===== config.mk =====
export PLATFORM = sky130hd
export DESIGN_NAME = piece_fall_engine
export DESIGN_NICKNAME = d
export VERILOG_FILES = /design/src/rtl/piece_fall_engine.sv
export SDC_FILE = /design/constraint.sdc
export NUM_CORES = 1
export LEC_CHECK = 0
export CORE_AREA = 2 2 160 162
export CTS_CLUSTER_DIAMETER = 120
export CTS_CLUSTER_SIZE = 10
export DETAILED_ROUTE_END_ITERATION = 8
export DIE_AREA = 0 0 162 164
export PLACE_DENSITY = 0.6
export SYNTH_ARGS = -nofsm -noshare
export SYNTH_HDL_FRONTEND = slang
export SYNTH_SLANG_ARGS = --single-unit

===== constraint.sdc =====
create_clock -name clk -period 11.63 [get_ports clk]
set_input_delay 1.7445 -clock clk [delete_from_list [all_inputs] [get_ports clk]]
set_output_delay 1.7445 -clock clk [all_outputs]
set_load 0.01 [all_outputs]

===== src/rtl/piece_fall_engine.sv =====
// Active-tetromino controller: spawns a piece, drops it on gravity ticks or hard drop,
// and locks it when the next row down collides with the floor or the locked board.
module piece_fall_engine #(
    parameter int ROWS      = 20,
    parameter int COLS      = 10,
    parameter int SPAWN_COL = 4,
    parameter int YW        = 5
) (
    input  logic                 clk,
    input  logic                 rst,
    input  logic                 spawn,
    input  logic [2:0]           piece_type,
    input  logic                 tick,
    input  logic                 hard_drop,
    input  logic [ROWS*COLS-1:0] board_in,
    output logic [ROWS*COLS-1:0] piece_mask,
    output logic [YW-1:0]        block_y,
    output logic                 busy,
    output logic                 landed,
    output logic                 spawn_fail
);
    localparam int CELLS = ROWS * COLS;
    localparam int YW1   = YW + 1;

    localparam logic [1:0] ST_IDLE  = 2'd0;
    localparam logic [1:0] ST_SPAWN = 2'd1;
    localparam logic [1:0] ST_FALL  = 2'd2;
    localparam logic [1:0] ST_LAND  = 2'd3;

    localparam logic [2:0] TYPE_INVALID = 3'd7;

    logic [1:0]    state_reg, state_next;
    logic [YW-1:0] y_reg, y_next;
    logic [2:0]    type_reg, type_next;
    logic          drop_reg, drop_next;

    // One shape row as a 4-bit pattern; bit j is column SPAWN_COL-1+j.
    function automatic logic [3:0] shape_row(input logic [2:0] t, input logic [1:0] dr);
        logic [3:0] p;
        p = 4'b0000;
        case (t)
            3'd0: p = 4'b0010;
            3'd1: p = (dr <= 2'd1) ? 4'b0110 : 4'b0000;
            3'd2: p = (dr <= 2'd1) ? 4'b0010 : ((dr == 2'd2) ? 4'b0110 : 4'b0000);
            3'd3: p = (dr <= 2'd1) ? 4'b0100 : ((dr == 2'd2) ? 4'b0110 : 4'b0000);
            3'd4: p = (dr == 2'd0) ? 4'b1100 : ((dr == 2'd1) ? 4'b0110 : 4'b0000);
            3'd5: p = (dr == 2'd0) ? 4'b0110 : ((dr == 2'd1) ? 4'b1100 : 4'b0000);
            3'd6: p = (dr == 2'd0) ? 4'b0010 : ((dr == 2'd1) ? 4'b0111 : 4'b0000);
            default: p = 4'b0000;
        endcase
        return p;
    endfunction

    function automatic logic [2:0] shape_height(input logic [2:0] t);
        logic [2:0] h;
        case (t)
            3'd0:                   h = 3'd4;
            3'd2, 3'd3:             h = 3'd3;
            3'd1, 3'd4, 3'd5, 3'd6: h = 3'd2;
            default:                h = 3'd0;
        endcase
        return h;
    endfunction

    logic [YW:0]      y_cur, y_dn;
    logic [CELLS-1:0] cur_mask, dn_mask;
    logic             cur_in_floor, dn_in_floor;
    logic             fits_cur, fits_dn;

    assign y_cur = {1'b0, y_reg};
    assign y_dn  = y_cur + YW1'(1);

    // Footprints at the current row and one row lower, built row by row.
    generate
        for (genvar gi = 0; gi < ROWS; gi++) begin : g_row
            logic [YW:0] rel_cur, rel_dn;
            logic [3:0]  pat_cur, pat_dn;

            assign rel_cur = YW1'(gi) - y_cur;
            assign rel_dn  = YW1'(gi) - y_dn;

            assign pat_cur = ((YW1'(gi) >= y_cur) && (rel_cur < YW1'(4)))
                           ? shape_row(type_reg, rel_cur[1:0]) : 4'b0000;
            assign pat_dn  = ((YW1'(gi) >= y_dn) && (rel_dn < YW1'(4)))
                           ? shape_row(type_reg, rel_dn[1:0]) : 4'b0000;

            assign cur_mask[gi*COLS +: COLS] = COLS'(pat_cur) << (SPAWN_COL - 1);
            assign dn_mask[gi*COLS +: COLS]  = COLS'(pat_dn) << (SPAWN_COL - 1);
        end
    endgenerate

    assign cur_in_floor = (y_cur + YW1'(shape_height(type_reg))) <= YW1'(ROWS);
    assign dn_in_floor  = (y_dn + YW1'(shape_height(type_reg))) <= YW1'(ROWS);

    assign fits_cur = cur_in_floor && ((cur_mask & board_in) == '0);
    assign fits_dn  = dn_in_floor && ((dn_mask & board_in) == '0);

    always_comb begin
        state_next = state_reg;
        y_next     = y_reg;
        type_next  = type_reg;
        drop_next  = drop_reg;
        case (state_reg)
            ST_IDLE: begin
                if (spawn && (piece_type != TYPE_INVALID)) begin
                    type_next  = piece_type;
                    y_next     = '0;
                    drop_next  = 1'b0;
                    state_next = ST_SPAWN;
                end
            end
            ST_SPAWN: begin
                state_next = fits_cur ? ST_FALL : ST_IDLE;
            end
            ST_FALL: begin
                if (hard_drop) begin
                    drop_next = 1'b1;
                end
                // tick and hard_drop together still make a single step
                if (drop_reg || hard_drop || tick) begin
                    if (fits_dn) begin
                        y_next = y_reg + YW'(1);
                    end else begin
                        state_next = ST_LAND;
                    end
                end
            end
            ST_LAND: begin
                state_next = ST_IDLE;
                drop_next  = 1'b0;
            end
            default: begin
                state_next = ST_IDLE;
            end
        endcase
    end

    always_ff @(posedge clk) begin
        if (!rst) begin
            state_reg <= ST_IDLE;
            y_reg     <= '0;
            type_reg  <= '0;
            drop_reg  <= 1'b0;
        end else begin
            state_reg <= state_next;
            y_reg     <= y_next;
            type_reg  <= type_next;
            drop_reg  <= drop_next;
        end
    end

    assign piece_mask = ((state_reg == ST_FALL) || (state_reg == ST_LAND)) ? cur_mask : '0;
    assign block_y    = y_reg;
    assign busy       = (state_reg != ST_IDLE);
    assign landed     = (state_reg == ST_LAND);
    assign spawn_fail = (state_reg == ST_SPAWN) && !fits_cur;

endmodule


==> results <==
- The average instance area after synthesis is 6.50 µm².
- TritonCTS built the clock tree.
- The worst register-to-register path begins at block_y[0].
- For hold timing, the worst endpoint is drop_reg.
- For this block, the initial DRC count from the detailed router was 886.
- Yosys printed 0 warnings.
- The final layout net count is 1216.
- The final number of max-transition violations is 0.
- The detail route stage leaves a number of antenna-violating nets equal to 0.
- The category of the worst setup path capture point is an output pin.
- The number of antenna violations at the first check in global routing is 0.
- The max-slew headroom at the worst pin is 0.218.
- The worst endpoint required time is 9.89 ns.
- Derived from the worst setup path, the maximum achievable clock frequency is 153 MHz.
- For this design the top-level I/O count stands at 416.
- The global-route wire length before repair is 39200 µm.
- The via count of the first global-routing pass is 6167.
- The worst hold path belongs to the class flop to flop.
- The sum of negative setup slack is 0 ns.
- The startpoint-to-endpoint class of the critical path is flop to output pin.
- Relative to the synthesized area, the layout overhead comes to 30.7%.
- STA classifies the critical path startpoint as a flop.
- The finished cells cover 7120 µm².
- The post-placement cell area is 7040 µm².
- CTS built an H-tree with a depth of 1.
- The count of final hold-check violations is 0.
- The HPWL reported at the end of detailed placement is 22000 µm.
- In the detailed route, the total length drawn on met3 is 3040 µm.
- The most used flip-flop cell after synthesis is sky130_fd_sc_hd__dfxtp_1.
- The depth of the worst register-to-register path is 14.
- The root buffer cell is sky130_fd_sc_hd__clkbuf_16.
- The die is 164 µm tall.
- The clock-pin slew reported for the worst setup and hold paths after clock tree synthesis is 0.04 ns.
- The overall power is 0.000242 W.
- The total via count in the routed design is 6907.
- In this run the core area contains 58 standard-cell rows.
- For this run, the total global-route usage over all layers was measured as 0.195.
- The maximum clock skew at final layout is 0.00123 ns.
- IR analysis of the VDD net gives a maximum drop of 0.0324 mV.
- The number of diodes is 0.
- TritonCTS created 3 clock buffers.
- The count of different cell masters after synthesis is 81.
- Yosys mapped a number of flops with a built-in enable equal to 0.
- The flow ran to the end, and the final reports show no timing, DRC or antenna violations.
- The cell area that synthesis handed to floorplanning was 5450 µm².
- The count of port buffers added during placement is 175.
- The instance count of the mapped netlist is 838.
- Counting along the longest clock path gives a buffer depth of 2.
- In this run the horizontal extent of the chip is 162 µm.
- In this run the worst path has a maximum fanout of 18.
- The flip-flop count of the largest register, all copies and words added is 5.
- The first detailed-routing pass ran for 8 iterations.
- The proportion of layout cells with a drive suffix above 1 is 0.0409.
- Post-CTS repair changed the size of 0 cells.
- For this design the ratio of total power to cell area is 34.0 nW/µm².
- The worst path needs 6.52 ns of the cycle, external delays included.
- Setup repair after global routing left no endpoint under its margin.
- The pin count of the biggest net entering global routing is 42.
- For the pin with the worst max-slew slack, the measured transition is 1.17 ns.
- The number of stages on the worst hold path is 2.
- The remaining global-route overflow is 0.
- The launch instance of the worst min-delay path is drop_reg.
- The number of clock sinks seen by CTS is 11.
- The initial core utilization is 0.220.
- At the later pin of the worst-skew pair, clock insertion delay measures 0.24 ns.
- The final setup violation count is 0.
- The post-CTS setup-driven buffer insertion count is 0.
- Across all register-to-register paths, the minimum setup slack is 7.00 ns.
- The wire length on met1 is 11100 µm.
- In this run the standard cell core region covers 24800 µm².
- The period utilization is 0.561.
- The average detailed-routed wire length per instance is 21.2 µm.
- The final RePlAce weighted congestion is 0.962.
- After detailed routing, the total wire length is 27600 µm.
- Synthesis inferred 11 register bits.
- Of the synthesized area, sequential elements account for 0.0404.
- Data on the critical path arrives at its endpoint at 4.78 ns.
- After detailed routing, the number of remaining DRC violations is 0.
- The max-capacitance violation count is 0.
- The per-cell via count in the routed design is 5.28.
- The floorplan die area is 26600 µm².
- The leakage power is 2.70 nW.
- The async set-reset flop share out of synthesis is 0.
- Summed over all nets, wire length on met2 after detailed routing comes to 12400 µm.
- For this design, the CTS-stage hold fixing added 0 buffers.
- The worst flop-to-flop path endpoint is block_y[4].
- In this run the top signal layer used is met4.
==> kinds of logic (layout without fill, tap and decap cells) <==
family                   after synthesis  after routing  share of synthesized area
AND/OR/NAND/NOR                      343            343                      0.315
AO/OA/AOI/OAI                        224            224                      0.306
buffers and inverters                208            228                      0.230
adder cells (fa/ha/maj)               30             30                     0.0702
XOR/XNOR                              12             12                     0.0193
flip-flops                            11             11                     0.0404
multiplexers                           9              9                     0.0193
other                                  1            120                   0.000688
==> where the power goes <==
group          switching [W]  internal, W  leakage, nW
Clock              0.0000173    0.0000461       0.0382
Sequential        0.00000125    0.0000389       0.0893
Combinational      0.0000816    0.0000570         2.57
==> per-layer routing <==
layer,track usage,vias up
li1,-,3097
met1,0.251,3233
met3,0.0407,69
met4,0.0809,0
met5,0,-
met2,0.317,508
==> synthesized netlist by cell type (9+ instances only) <==
| library cell | instances | area share |
|---|---|---|
| sky130_fd_sc_hd__a21oi_1 | 38 | 0.035 |
| sky130_fd_sc_hd__a222oi_1 | 12 | 0.022 |
| sky130_fd_sc_hd__a22o_1 | 16 | 0.026 |
| sky130_fd_sc_hd__a22oi_1 | 20 | 0.028 |
| sky130_fd_sc_hd__a31oi_1 | 10 | 0.011 |
| sky130_fd_sc_hd__buf_2 | 9 | 0.0083 |
| sky130_fd_sc_hd__buf_4 | 120 | 0.17 |
| sky130_fd_sc_hd__clkbuf_1 | 36 | 0.025 |
| sky130_fd_sc_hd__dfxtp_1 | 11 | 0.040 |
| sky130_fd_sc_hd__ha_1 | 29 | 0.067 |
| sky130_fd_sc_hd__inv_1 | 33 | 0.023 |
| sky130_fd_sc_hd__nand2_1 | 61 | 0.042 |
| sky130_fd_sc_hd__nand2b_1 | 21 | 0.024 |
| sky130_fd_sc_hd__nand3_1 | 24 | 0.022 |
| sky130_fd_sc_hd__nor2_1 | 126 | 0.087 |
| sky130_fd_sc_hd__nor2b_1 | 18 | 0.021 |
| sky130_fd_sc_hd__nor3_1 | 16 | 0.015 |
| sky130_fd_sc_hd__o211ai_1 | 12 | 0.017 |
| sky130_fd_sc_hd__o21ai_0 | 21 | 0.019 |
| sky130_fd_sc_hd__o22ai_1 | 9 | 0.010 |
| sky130_fd_sc_hd__or3_1 | 9 | 0.010 |
| sky130_fd_sc_hd__xnor2_1 | 11 | 0.018 |
==> per-stage QoR <==
stage	worst slack, ns	util	std cells	hold WS, ns
after floorplan	6.26	-	957	0.468
after global placement	5.15	0.284	1303	0.488
after detailed placement	5.20	0.284	1303	0.518
after CTS	5.16	0.287	1307	0.529
after global routing	4.95	0.287	1307	0.554
final	5.11	0.287	1307	0.518
==> worst max-delay path by stage <==
stage	slack [ns]	startpoint	end	cells after the start
2_1_floorplan	6.26	block_y[0]	spawn_fail	14
3_3_place_gp	5.15	board_in[45]	spawn_fail	8
3_5_place_dp	5.20	board_in[43]	spawn_fail	8
4_1_cts	5.16	block_y[3]	spawn_fail	12
5_1_grt	4.95	block_y[1]	spawn_fail	12
6_report	5.11	block_y[1]	spawn_fail	12
==> cell usage in the layout, fill, tap and decap left out, types with 9 or more instances in the layout <==
cell type	instances
sky130_fd_sc_hd__inv_1	33
sky130_fd_sc_hd__a21oi_1	38
sky130_fd_sc_hd__buf_4	13
sky130_fd_sc_hd__clkdlybuf4s50_1	175
sky130_fd_sc_hd__nand2b_1	21
sky130_fd_sc_hd__nand2_1	61
sky130_fd_sc_hd__nand3_1	24
sky130_fd_sc_hd__conb_1	120
sky130_fd_sc_hd__nor3_1	16
sky130_fd_sc_hd__nor2b_1	18
sky130_fd_sc_hd__o211ai_1	12
sky130_fd_sc_hd__or3_1	9
sky130_fd_sc_hd__ha_1	29
sky130_fd_sc_hd__o22ai_1	9
sky130_fd_sc_hd__xnor2_1	11
sky130_fd_sc_hd__a31oi_1	10
sky130_fd_sc_hd__a22o_1	16
sky130_fd_sc_hd__o21ai_0	21
sky130_fd_sc_hd__a222oi_1	12
sky130_fd_sc_hd__dfxtp_1	11
sky130_fd_sc_hd__a22oi_1	20
sky130_fd_sc_hd__nor2_1	126
==> cell type report <==
class | count | area, µm²
clock buffer | 4 | 78.8
tap | 330 | 413
fill | 2764 | 17700
sequential | 11 | 220
timing repair buffer | 188 | 1850
inverter | 36 | 138
multi-input combinational | 738 | 4420
==> critical path, stage by stage, from the launching register on <==
cell	delay [ns]
sky130_fd_sc_hd__dfxtp_1	0.32
sky130_fd_sc_hd__inv_1	0.18
sky130_fd_sc_hd__ha_1	0.83
sky130_fd_sc_hd__or2_1	0.23
sky130_fd_sc_hd__nor2_1	0.07
sky130_fd_sc_hd__a211o_4	0.37
sky130_fd_sc_hd__a222oi_1	0.42
sky130_fd_sc_hd__o32ai_1	0.16
sky130_fd_sc_hd__or4_1	0.57
sky130_fd_sc_hd__a221oi_1	0.36
sky130_fd_sc_hd__and4_1	0.42
sky130_fd_sc_hd__nor2b_1	0.11
sky130_fd_sc_hd__clkdlybuf4s50_1	0.49
Power figures use the tool's default switching activity.
